## config.mk

```make
export PLATFORM = sky130hd
export DESIGN_NAME = clock_div_bank
export DESIGN_NICKNAME = d
export VERILOG_FILES = /design/src/rtl/clock_div_pkg.sv /design/src/rtl/clock_div_channel.sv /design/src/rtl/clock_div_bank.sv
export SDC_FILE = /design/constraint.sdc
export NUM_CORES = 1
export LEC_CHECK = 0
export ABC_AREA = 1
export BUFFER_PORTS_ARGS = -buffer_cell sky130_fd_sc_hd__buf_2
export CELL_PAD_IN_SITES_DETAIL_PLACEMENT = 0
export CELL_PAD_IN_SITES_GLOBAL_PLACEMENT = 2
export CORE_MARGIN = 2
export CORE_UTILIZATION = 34
export CTS_BUF_LIST = sky130_fd_sc_hd__clkbuf_4 sky130_fd_sc_hd__clkbuf_8
export CTS_CLUSTER_DIAMETER = 60
export DETAILED_ROUTE_END_ITERATION = 16
export PLACE_DENSITY_LB_ADDON = 0.1
export SKIP_CTS_REPAIR_TIMING = 1
export SYNTH_ARGS = -nofsm -noshare
export SYNTH_HDL_FRONTEND = slang
export SYNTH_SLANG_ARGS = --single-unit
```

## constraint.sdc

```tcl
create_clock -name clk -period 3.9 [get_ports clk]
set_input_delay 0.78 -clock clk [delete_from_list [all_inputs] [get_ports clk]]
set_output_delay 0.78 -clock clk [all_outputs]
set_load 0.02 [all_outputs]
```

## src/rtl/clock_div_pkg.sv

```systemverilog
// Shared types and default sizing for the clock-enable divider bank.
package clock_div_pkg;

    typedef enum logic {
        MODE_TOGGLE = 1'b0,
        MODE_PULSE  = 1'b1
    } div_mode_t;

    localparam int DEF_CHANNELS = 4;
    localparam int DEF_WIDTH    = 8;

endpackage

```

## src/rtl/clock_div_channel.sv

```systemverilog
// One divider channel: rollover counter, shadow divisor, strobe and derived clock.
module clock_div_channel
    import clock_div_pkg::*;
#(
    parameter int WIDTH = DEF_WIDTH
) (
    input  logic             clk,
    input  logic             reset,
    input  logic             i_sync,
    input  logic             i_en,
    input  div_mode_t        i_mode,
    input  logic [WIDTH-1:0] i_div,
    output logic             o_roll_over,
    output logic             o_clk,
    output logic [WIDTH-1:0] o_cnt
);

    logic [WIDTH-1:0] cnt_q, cnt_d;
    logic [WIDTH-1:0] shadow_q, shadow_d;
    logic             roll_q, roll_d;
    logic             clk_q, clk_d;

    always_comb begin
        cnt_d    = cnt_q;
        shadow_d = shadow_q;
        roll_d   = 1'b0;
        clk_d    = clk_q;

        // The counter only returns to zero through the compare, so a full-range
        // divisor never relies on arithmetic overflow.
        if (i_en) begin
            if (cnt_q == shadow_q) begin
                cnt_d    = '0;
                roll_d   = 1'b1;
                shadow_d = i_div;
            end else begin
                cnt_d = cnt_q + WIDTH'(1);
            end
        end

        if (i_mode == MODE_PULSE) begin
            clk_d = roll_d;
        end else if (roll_d) begin
            clk_d = ~clk_q;
        end
    end

    always_ff @(posedge clk) begin
        if (reset || i_sync) begin
            cnt_q    <= '0;
            shadow_q <= i_div;
            roll_q   <= 1'b0;
            clk_q    <= 1'b0;
        end else begin
            cnt_q    <= cnt_d;
            shadow_q <= shadow_d;
            roll_q   <= roll_d;
            clk_q    <= clk_d;
        end
    end

    assign o_roll_over = roll_q;
    assign o_clk       = clk_q;
    assign o_cnt       = cnt_q;

endmodule

```

## src/rtl/clock_div_bank.sv

```systemverilog
// Bank of independent clock-enable generators sharing reset and phase-align sync.
module clock_div_bank
    import clock_div_pkg::*;
#(
    parameter int CHANNELS = DEF_CHANNELS,
    parameter int WIDTH    = DEF_WIDTH
) (
    input  logic                      clk,
    input  logic                      reset,
    input  logic                      i_sync,
    input  logic [CHANNELS-1:0]       i_en,
    input  logic [CHANNELS-1:0]       i_mode,
    input  logic [CHANNELS*WIDTH-1:0] i_div,
    output logic [CHANNELS-1:0]       o_roll_over,
    output logic [CHANNELS-1:0]       o_clk,
    output logic [CHANNELS*WIDTH-1:0] o_cnt
);

    for (genvar g = 0; g < CHANNELS; g++) begin : g_ch
        clock_div_channel #(
            .WIDTH(WIDTH)
        ) u_ch (
            .clk        (clk),
            .reset      (reset),
            .i_sync     (i_sync),
            .i_en       (i_en[g]),
            .i_mode     (div_mode_t'(i_mode[g])),
            .i_div      (i_div[g*WIDTH +: WIDTH]),
            .o_roll_over(o_roll_over[g]),
            .o_clk      (o_clk[g]),
            .o_cnt      (o_cnt[g*WIDTH +: WIDTH])
        );
    end

endmodule

```

# == Word level (Yosys, flattened, before mapping) ==
# Cells that the tools add are included.
# Widths: inputs -> output; s select.
# classes
add_sub_neg,4
eq_ne,4
mux,32
bitwise_logic,4
n_reduce_logical,17
# op_table
cell,count
$mux 8,16
$add 8x1->8 const B,4
$eq 8x8->1,4
$reduce_bool 2->1,12
$mux 1,16
$reduce_and 2->1,4
$not 1->1,4
$logic_or 1x1->1,1
# totals
ff_bits,72
inputBits,43
output_inout_bits,40
wordCells,77

# == Longest topological paths before layout ==
# logic_depth
word_depth,5
ltp_mapped,9
mapped_depth_nobuf,9

# == Cells and area by module ==
# From an unflattened synthesis, not the netlist that was laid out.
# hier_totals
cells_unflattened,404
hier_area_um2,3328.2
# modules_own_cells
mod,n_inst,cells_each,area_per_inst_um2,seq_area_each_um2
clock_div_channel,4,101,832.0,440.4

# == Least setup slack after synthesis ==
# Ideal clock, no wire load.
# synth_path
path_kind,input -> register
start,input port i_en[1]
end,"register g_ch[1].u_ch.shadow_q[0], enable pin"
setup_time_ps,349
t_arrival_ps,1433
required_time_ps,3551
slack_ps,2118
cell_stages,6
path_buffers,0
cell_sequence,inv_2 > nor2_1 > nand2_1 > nor2_2 > inv_2 > o21ai_4
# synth_between
elab_chain_len,2
# synth_lines
element,line,rtl
from (decl),clock_div_bank.sv:11,"input logic [CHANNELS-1:0] i_en,"
$reduce_bool 2->1 (no source line),-,
$reduce_and 2->1 (no source line),-,
to (signal assigned),clock_div_channel.sv:51,shadow_q <= i_div;
to (signal assigned),clock_div_channel.sv:56,shadow_q <= shadow_d;
to (decl),clock_div_channel.sv:19,"logic [WIDTH-1:0] shadow_q, shadow_d;"
# Every way passes these cells.
# A chain may end at the register's enable or synchronous reset.

# == Worst setup path after layout ==
# layout_path
start,register g_ch[0].u_ch.cnt_q[0]
end,output port o_cnt[0]
# layout_lines
element,line,rtl
from (decl),clock_div_channel.sv:18,"logic [WIDTH-1:0] cnt_q, cnt_d;"
from (signal assigned),clock_div_channel.sv:55,cnt_q <= cnt_d;
to (decl),clock_div_bank.sv:16,output logic [CHANNELS*WIDTH-1:0] o_cnt
# No word-level cell between the ends.

==> flow_results.xml <==
<?xml version="1.0" encoding="UTF-8"?>
<metrics>
  <group name="power_and_ir_drop">
    <metric name="p_int" unit="mW">1.12</metric>
    <metric name="totalPowerFinal" unit="mW">1.47</metric>
    <metric name="power_switching_share" unit="%">23.7</metric>
    <metric name="fraction_of_power_consumed_by_combinational_cells" unit="%">7.2</metric>
    <metric name="ir_drop" unit="mV">0.253</metric>
    <metric name="power_switching" unit="uW">348</metric>
    <metric name="clockPowerShare" unit="%">36.0</metric>
    <metric name="power.sequential.fraction" unit="%">56.8</metric>
    <metric name="power_density" unit="mW/mm^2">364</metric>
    <metric name="p_leak" unit="nW">1.80</metric>
  </group>
  <group name="die">
    <metric name="floorplan.initialDensity" unit="%">34.7</metric>
    <metric name="dieArea" unit="mm^2">0.0106</metric>
    <metric name="die_x" unit="um">103</metric>
    <metric name="ios" unit="">83</metric>
    <metric name="fp.dieH" unit="um">103</metric>
    <metric name="core_area" unit="mm^2">0.00964</metric>
    <metric name="fp-row-count" unit="">36</metric>
  </group>
  <group name="setup_path">
    <metric name="critical-path-max-stage-delay" unit="ns">0.45</metric>
    <metric name="setup.reg_to_reg.worst_slack" unit="ns">2.18</metric>
    <metric name="cp.required" unit="ns">3.12</metric>
    <metric name="path_max_fanout" unit="">6</metric>
    <metric name="slowest_stage" unit="">sky130_fd_sc_hd__dfxtp_1</metric>
    <metric name="crit_path_cell_trace" unit="">buf_2</metric>
    <metric name="worst_setup_path_start_kind" unit="">flop</metric>
    <metric name="crit_path_kind" unit="">reg2out</metric>
    <metric name="path_delay_family" unit="">flip-flops</metric>
    <metric name="cp_num_buf_inv" unit="">1</metric>
    <metric name="critical_path.endpoint_type" unit="">primary output</metric>
    <metric name="crit_arrival" unit="ns">1.01</metric>
  </group>
  <group name="status">
    <metric name="outcome" unit="">complete, no violations</metric>
  </group>
  <group name="drt">
    <metric name="route.vias.total" unit="">2596</metric>
    <metric name="drt_drc_violations_left" unit="">0</metric>
    <metric name="vias_per_cell" unit="">4.13</metric>
    <metric name="detail_route.iter0.violations" unit="">42</metric>
    <metric name="avgRoutedWirePerCell" unit="um">10.9</metric>
    <metric name="detail-route-antenna-nets" unit="">0</metric>
    <metric name="post_detailed_routing_wire_length" unit="mm">6.83</metric>
    <metric name="detailedRoute.firstPassIterationCount" unit="">4</metric>
  </group>
  <group name="clock_tree">
    <metric name="cts_root_buf" unit="">sky130_fd_sc_hd__clkbuf_8</metric>
    <metric name="clock_tree_from_tritoncts" unit="">done</metric>
    <metric name="clk_pin_slew_worst_paths" unit="ns">0.07</metric>
    <metric name="cts_inserted_buffers" unit="">9</metric>
    <metric name="clk_path_buf_depth" unit="">2</metric>
    <metric name="cts_htree_levels" unit="">3</metric>
    <metric name="clock_sinks" unit="">72</metric>
    <metric name="clkLatencyLatePin" unit="ns">0.35</metric>
  </group>
  <group name="cells_and_area">
    <metric name="final_layout_size_suffix_gt1_share" unit="%">24.4</metric>
    <metric name="antennaDiodeCount" unit="">0</metric>
    <metric name="n_fill_cell" unit="">1050</metric>
    <metric name="design.final.nets" unit="">538</metric>
    <metric name="final_cell_count_no_fill" unit="">629</metric>
    <metric name="syn_to_final_growth" unit="%">20.7</metric>
  </group>
  <group name="sta">
    <metric name="timing_max_transition_violations_final" unit="">0</metric>
    <metric name="worst_slew_margin_rel" unit="%">66.8</metric>
    <metric name="finalSetupViolCount" unit="">0</metric>
    <metric name="clock.fmax" unit="MHz">558</metric>
    <metric name="rsz0062_at_grt" unit="">false</metric>
    <metric name="tightestPinTransition" unit="ns">0.497</metric>
    <metric name="min_period_over_period" unit="%">45.9</metric>
    <metric name="setup_total_negative_slack" unit="ns">0</metric>
    <metric name="timing.final.crit_period" unit="ns">1.79</metric>
    <metric name="finalClockSkew" unit="ns">0.00920</metric>
    <metric name="timing.final.ws_setup" unit="ns">2.11</metric>
    <metric name="finalHoldViolCount" unit="">0</metric>
  </group>
  <group name="grt">
    <metric name="grt_start_max_net_pins" unit="">17</metric>
    <metric name="via_count_of_the_first_global_routing_pass" unit="">2355</metric>
    <metric name="gr-usage-met3" unit="%">4.61</metric>
    <metric name="grt_util_met1" unit="%">16.2</metric>
    <metric name="groute.layer.met2.usage" unit="%">22.4</metric>
    <metric name="antenna_violations_before_repair" unit="">0</metric>
    <metric name="grtUsageTotal" unit="%">13.6</metric>
    <metric name="busiest_layer" unit="">met2</metric>
    <metric name="grt_remaining_overflow" unit="">0</metric>
    <metric name="grt_first_pass_wirelength" unit="mm">10.8</metric>
  </group>
  <group name="synthesis">
    <metric name="post_synthesis_cells" unit="">406</metric>
    <metric name="yosys_register_bits" unit="">72</metric>
    <metric name="synth.lib_cells_used.distinct" unit="">21</metric>
    <metric name="seq_area_frac_synth" unit="%">52.7</metric>
    <metric name="synth_warnings" unit="">0</metric>
    <metric name="netlist_area" unit="mm^2">0.00334</metric>
    <metric name="syn-num-nets" unit="">453</metric>
    <metric name="synthesis.area_per_instance" unit="um^2">8.23</metric>
  </group>
  <group name="run">
    <metric name="max_cap_violations" unit="">0</metric>
  </group>
  <group name="placed_design">
    <metric name="place_inst" unit="">613</metric>
    <metric name="io_buffers" unit="">82</metric>
    <metric name="finalWeightedCongestion" unit="">0.785</metric>
    <metric name="placement.setup.worst_slack" unit="ns">1.75</metric>
    <metric name="dp_hpwl" unit="mm">5.18</metric>
  </group>
  <group name="hold_path">
    <metric name="min-delay-path-class" unit="">reg2reg</metric>
  </group>
</metrics>
[routing by layer]
layer	vias up	part of all wire (%)
met5	-	0
met2	53	47
met1	1127	46
li1	1408	-
met4	0	1.7
met3	8	5.2
[cells in the mapped netlist, drive strengths merged]
cell    instances  area (um^2)
nand2         110          430
inv            61          229
xor2           16          140
xnor2          10         87.6
o21ai          10         72.6
dfxtp          40          801
buf             9         67.6
nand3          18          100
edfxtp         32          961
a21oi           5         25.0
nand4           1         6.26
nor2           82          325
nand3b          3         22.5
ha              4         50.1
nor3            5         25.0
[logic make-up after synthesis]
group                    after synthesis  share of synthesized area (%)
buffers and inverters                 70                           8.87
AND/OR/NAND/NOR                      219                           27.2
adder cells (fa/ha/maj)                4                           1.50
XOR/XNOR                              26                           6.81
flip-flops                            72                           52.7
AO/OA/AOI/OAI                         15                           2.92
[metrics by stage]
step	instance area (um^2)	util, %	hold slack (ns)
2_1_floorplan	3340	-	0.558
3_3_place_gp	3860	40.0	0.554
3_5_place_dp	3860	40.0	0.563
4_1_cts	4030	41.8	0.571
5_1_grt	4030	41.8	0.565
6_report	4030	41.8	0.569
[final cells by class]
cell class	count	area [um^2]	share of cell area, %
inverters	61	229	5.68
clock inverters	4	21.3	0.527
repair buffers	83	418	10.4
well taps	133	166	4.13
multi-input cells	264	1280	31.9
clock buffers	12	153	3.78
flip-flops and latches	72	1760	43.7
[final timing paths]
| path | startpoint | endpoint | depth (start not counted) |
|---|---|---|---|
| max | g_ch[0].u_ch.o_cnt[0]$_SDFFE_PP0P_ | o_cnt[0] | 1 |
| min | g_ch[0].u_ch.o_cnt[7]$_SDFFE_PP0P_ | g_ch[0].u_ch.o_cnt[7]$_SDFFE_PP0P_ | 3 |
| max reg2reg | g_ch[1].u_ch.o_cnt[1]$_SDFFE_PP0P_ | g_ch[1].u_ch.shadow_q[5]$_DFFE_PP_ | 6 |
| min reg2reg | g_ch[0].u_ch.o_cnt[7]$_SDFFE_PP0P_ | g_ch[0].u_ch.o_cnt[7]$_SDFFE_PP0P_ | 3 |
[power groups by stage]
stage | Combinational [mW] | Sequential (mW) | Clock (mW)
global route | 0.121 | 0.837 | 0.583
CTS | 0.109 | 0.834 | 0.550
floorplan | 0.0615 | 0.851 | 0
finish | 0.106 | 0.833 | 0.528
detailed placement | 0.108 | 0.851 | 0
global placement | 0.107 | 0.850 | 0
[sequential cells by signal, summed over array words and instances, names as in the netlist]
register and count:
g_ch.u_ch.o_cnt 32, g_ch.u_ch.o_clk 4, g_ch.u_ch.o_roll_over 4, g_ch.u_ch.shadow_q 32
[placed cells by master (no fill, tap or decap), types with 3 or more instances in the layout]
master,count
sky130_fd_sc_hd__a21oi_1,5
sky130_fd_sc_hd__buf_2,82
sky130_fd_sc_hd__clkbuf_8,10
sky130_fd_sc_hd__dfxtp_1,40
sky130_fd_sc_hd__edfxtp_1,32
sky130_fd_sc_hd__ha_1,4
sky130_fd_sc_hd__inv_1,52
sky130_fd_sc_hd__inv_2,9
sky130_fd_sc_hd__nand2_1,107
sky130_fd_sc_hd__nand3_1,16
sky130_fd_sc_hd__nand3b_1,3
sky130_fd_sc_hd__nor2_1,75
sky130_fd_sc_hd__nor2_2,7
sky130_fd_sc_hd__nor3_1,5
sky130_fd_sc_hd__o21ai_0,8
sky130_fd_sc_hd__xnor2_1,10
sky130_fd_sc_hd__xor2_1,16
[worst reg2reg max path, cell delays in order, from the launching register on]
cell                      delay, ns
sky130_fd_sc_hd__dfxtp_1       0.41
sky130_fd_sc_hd__inv_1         0.08
sky130_fd_sc_hd__nand2_1       0.06
sky130_fd_sc_hd__nand2_1       0.05
sky130_fd_sc_hd__nor2_1        0.17
sky130_fd_sc_hd__nand3_2       0.13
sky130_fd_sc_hd__o21ai_4       0.45
No activity file was read; power rests on OpenSTA's default activity.
